==> config.mk <==
export PLATFORM = sky130hd
export DESIGN_NAME = timer_sequencer
export DESIGN_NICKNAME = d
export VERILOG_FILES = /design/src/rtl/timer_sequencer.sv
export SDC_FILE = /design/constraint.sdc
export NUM_CORES = 1
export LEC_CHECK = 0
export BUFFER_PORTS_ARGS = -buffer_cell sky130_fd_sc_hd__buf_2
export CAP_MARGIN = 10
export CORE_UTILIZATION = 56
export CTS_BUF_LIST = sky130_fd_sc_hd__clkbuf_16
export DETAILED_ROUTE_END_ITERATION = 10
export MAX_ROUTING_LAYER = met4
export PLACE_DENSITY = 0.91
export SLEW_MARGIN = 15
export SYNTH_ARGS = -nofsm -noshare
export SYNTH_HDL_FRONTEND = slang
export SYNTH_SLANG_ARGS = --single-unit
==> constraint.sdc <==
create_clock -name clk -period 3 [get_ports clk]
set_clock_uncertainty 0.2 [all_clocks]
set_input_delay 0.6 -clock clk [delete_from_list [all_inputs] [get_ports clk]]
set_output_delay 0.6 -clock clk [all_outputs]
set_load 0.02 [all_outputs]
==> src/rtl/timer_sequencer.sv <==
// timer_sequencer: programmable limit, counter, terminal detect and
// registered one-cycle tick with one-shot/periodic, hold and config handshake.
// Optional tick_total counter enabled by defining TIMER_SEQ_TICK_CNT_EN.
module timer_sequencer #(
    parameter int WIDTH         = 8,
    parameter int DEFAULT_LIMIT = 10
) (
    input  logic             clk,
    input  logic             rst,
    input  logic             cfg_valid,
    input  logic [WIDTH-1:0] cfg_limit,
    input  logic             cfg_periodic,
    output logic             cfg_ready,
    input  logic             start,
    input  logic             stop,
    input  logic             hold,
    output logic [WIDTH-1:0] count,
`ifdef TIMER_SEQ_TICK_CNT_EN
    output logic [15:0]      tick_total,
`endif
    output logic             tick,
    output logic             busy,
    output logic             done
);

    typedef enum logic [1:0] {
        IDLE = 2'd0,
        RUN  = 2'd1,
        HOLD = 2'd2,
        DONE = 2'd3
    } state_t;

    localparam logic [WIDTH-1:0] ONE = WIDTH'(1);
    localparam logic [WIDTH-1:0] DEF = WIDTH'(DEFAULT_LIMIT);

    state_t           state;
    state_t           state_n;
    logic [WIDTH-1:0] count_n;
    logic             tick_n;
    logic [WIDTH-1:0] limit_r;
    logic [WIDTH-1:0] limit_n;
    logic             periodic_r;
    logic             periodic_n;
    logic             cfg_acc;
    logic             terminal;

    assign cfg_ready = (state == IDLE) || (state == DONE);
    assign busy      = (state == RUN) || (state == HOLD);
    assign done      = (state == DONE);
    assign cfg_acc   = cfg_valid && cfg_ready;
    assign terminal  = (count == limit_r - ONE);

    // Next-state, counter and config update; HOLD with hold low counts like RUN
    // so each held cycle delays the tick by exactly one cycle.
    always_comb begin
        state_n    = state;
        count_n    = count;
        tick_n     = 1'b0;
        limit_n    = limit_r;
        periodic_n = periodic_r;
        if (cfg_acc) begin
            limit_n    = (cfg_limit == '0) ? ONE : cfg_limit;
            periodic_n = cfg_periodic;
        end
        if (stop) begin
            state_n = IDLE;
            count_n = '0;
        end else begin
            unique case (state)
                IDLE, DONE: begin
                    if (start) begin
                        state_n = RUN;
                        count_n = '0;
                    end else if (cfg_acc) begin
                        state_n = IDLE;
                    end
                end
                RUN, HOLD: begin
                    if (hold) begin
                        state_n = HOLD;
                    end else if (terminal) begin
                        count_n = '0;
                        tick_n  = 1'b1;
                        state_n = periodic_r ? RUN : DONE;
                    end else begin
                        count_n = count + ONE;
                        state_n = RUN;
                    end
                end
                default: begin
                    state_n = IDLE;
                    count_n = '0;
                end
            endcase
        end
    end

    // State, counter, tick and configuration registers.
    always_ff @(posedge clk) begin
        if (rst) begin
            state      <= IDLE;
            count      <= '0;
            tick       <= 1'b0;
            limit_r    <= DEF;
            periodic_r <= 1'b0;
        end else begin
            state      <= state_n;
            count      <= count_n;
            tick       <= tick_n;
            limit_r    <= limit_n;
            periodic_r <= periodic_n;
        end
    end

`ifdef TIMER_SEQ_TICK_CNT_EN
    // Running tick count; survives stop/start, cleared by a new config.
    always_ff @(posedge clk) begin
        if (rst || cfg_acc) begin
            tick_total <= '0;
        end else if (tick_n) begin
            tick_total <= tick_total + 16'd1;
        end
    end
`endif

endmodule

==> metrics.cfg <==
[cts]
post_cts.repair.setup_buffers = 0
clock_path_buffers = 2
clk_latency_ps = 250
cts_buffers = 3
ctsHoldBuffers = 0
htree_levels = 1
clk_pin_slew_worst_paths_ps = 50
cts_tree = built
clock-sinks = 20
clock-root-buffer = clkbuf_16
ctsResizeCount = 0

[yosys]
synth_compound_area_frac = 0.1776
syn_nets = 156
synthTopCellsByArea = dfxtp_1 (34%), nand2_1 (9.0%), xnor2_1 (6.0%)
synthCells = 138
ys_warn_count = 0
synth-adder-area-share = 0.03229
synth_xor_area_frac = 0.1130
avgSynthCellArea_um2 = 8.423
netlist_top_cells_count = nand2_1 (28), dfxtp_1 (20), a21oi_1 (8), o31ai_1 (8), xnor2_1 (8)
synthMuxAreaShare = 0.008611
seq_area_frac_synth = 0.3445
synth_top_area_frac = 0.3445
ys_seq_elements = 20
synthSimpleGateAreaFrac = 0.2670
synth_edf_count = 0
synth_ff_type = dfxtp_1
synthesis.area_um2 = 1162
synth_top_family_by_area = simple AND/OR/NAND/NOR gates
yosysMostFrequentCell = nand2_1
synth_cell_types = 38
yosysTopAreaCell = dfxtp_1
ys_async_sr_fraction = 0

[critical_path]
reg2reg_to = tick
path_class = flip-flop to flip-flop
critPathArrivalTime_ps = 2320
critPathCaptureType = flip-flop
crit_fanout = 9
regToRegSetupSlack_ps = 650
crit_required_ps = 2970
start_kind = flip-flop
r2r_start = limit_r[0]
reg2reg_depth = 7

[detailed_routing]
vias = 1091
drt-initial-drc-count = 29
drc = 0
drt-total-wl_um = 2584
wl_per_cell_um = 13.82
dr.pass1.iters = 4
antenna_left = 0
via_per_inst = 5.834

[sta]
tns_ps = 0
fin_crit_sh = 0.7841
rsz0062_at_grt = no
period_needed_ps = 2352
maxSlewHeadroom = 0.6314
worst_pin_slew_ps = 550.8
clock.fmax_mhz = 425.1
hold_viol = 0
timing.final.setup_violations = 0
drv_slew = 0

[floorplan]
chipHeight_um = 47.56
coreArea_um2 = 1962
dieArea_um2 = 2262
rows = 16
top_level_ports = 27
initial_core_util = 0.5925
fp.dieW_um = 47.56

[place]
dp_hpwl_um = 1908
port_buffers = 26
place_congestion = 0.8909
placed_cell_area_um2 = 1282

[hold_path]
min_to = periodic_r
hold_start = periodic_r
hold_depth = 2
min_path_type = flip-flop to flip-flop

[global_route]
grt.overflow.total = 0
grt_max_degree = 11
track_usage = 0.2745
grt_pass1_wl_um = 4133
grt_pass1_vias = 959
antenna_found_initial = 0

[final_layout]
syn_to_final_growth_pct = 16.79
antenna_cells = 0
drive_gt1_frac = 0.2188
fin_area_um2 = 1358
fin_nets = 180

[power]
ir_worst_vdd_v = 0.0003178
p_per_area_nw_per_um2 = 477.1
leakagePower_uw = 0.0005829

[outcome]
outcome = finished clean

[job]
max_cap_violations = 0

routing by layer:
metal / wire [um] / GRT usage / vias to the layer above
li1: - / - / 538
met5: 0 / - / -
met2: 1301 / 0.4521 / 34
met3: 110 / 0.05283 / 8
met1: 1115 / 0.3165 / 511
met4: 57 / 0.1389 / 0
registers in the layout, indices dropped and copies added, names as in the netlist:
register    cells
count           8
limit_r         8
periodic_r      1
state           2
tick            1
final cells by class:
type | instances | area [um^2]
fillers | 166 | 604.3
flip-flops and latches | 20 | 400.4
well taps | 27 | 33.78
repair buffers | 26 | 130.1
multi-input cells | 105 | 695.7
clock buffers | 3 | 75.07
inverters | 6 | 22.52
cells in the final DEF, fill, tap and decap left out, types with 2 or more instances in the layout:
cell	instances
nand2_1	28
xnor2_1	8
and3_1	4
dfxtp_1	20
clkbuf_16	3
nand3_1	2
nor4_1	3
a21o_1	2
xor2_1	7
inv_1	6
nor4b_4	2
a21oi_1	8
nor3_1	4
buf_2	26
o31ai_1	8
ha_1	3
nor2_1	6
a211oi_1	2
logic make-up (layout without fill, tap and decap cells):
logic type,Yosys count,after routing
multiplexers,1,1
AND/OR/NAND/NOR,57,57
adder cells (fa/ha/maj),3,3
flip-flops,20,20
XOR/XNOR,15,15
buffers and inverters,13,35
AO/OA/AOI/OAI,29,29
per-stage QoR:
step | utilization | std cells | total power, uW | setup slack, ps | hold slack [ps]
global placement | 0.6537 | 184 | 378.1 | 799.2 | 259.0
floorplan | - | 138 | 359.9 | 911.3 | 236.6
CTS | 0.6920 | 187 | 647.8 | 683.1 | 281.8
global route | 0.6920 | 187 | 670.6 | 505.6 | 300.4
detailed placement | 0.6537 | 184 | 383.8 | 688.0 | 272.8
finish | 0.6920 | 187 | 647.7 | 647.7 | 276.4
report_power, final:
group	switching [uW]	total, uW	leakage, uW	internal, uW
combinational	50.5	87.9	0.000383	37.4
clock	91.7	267	0.0000370	176
sequential	16.4	292	0.000163	276
worst max-delay path by stage:
stage | startpoint | endpoint | slack (ps) | depth (start not counted)
floorplan | rst | count[2] | 910 | 5
finish | limit_r[0] | tick | 650 | 7
global placement | limit_r[0] | tick | 800 | 7
detailed placement | limit_r[0] | tick | 690 | 7
CTS | limit_r[0] | tick | 680 | 7
global route | limit_r[0] | tick | 510 | 7
worst max-delay path, cell delays in order (launching register included):
cell      delay [ps]
dfxtp_1          420
inv_1             90
ha_1             310
xor2_1           150
nand2_1           70
nor4_1           360
o2111a_1         440
nor4b_4          240
Power figures use the tool's default switching activity.
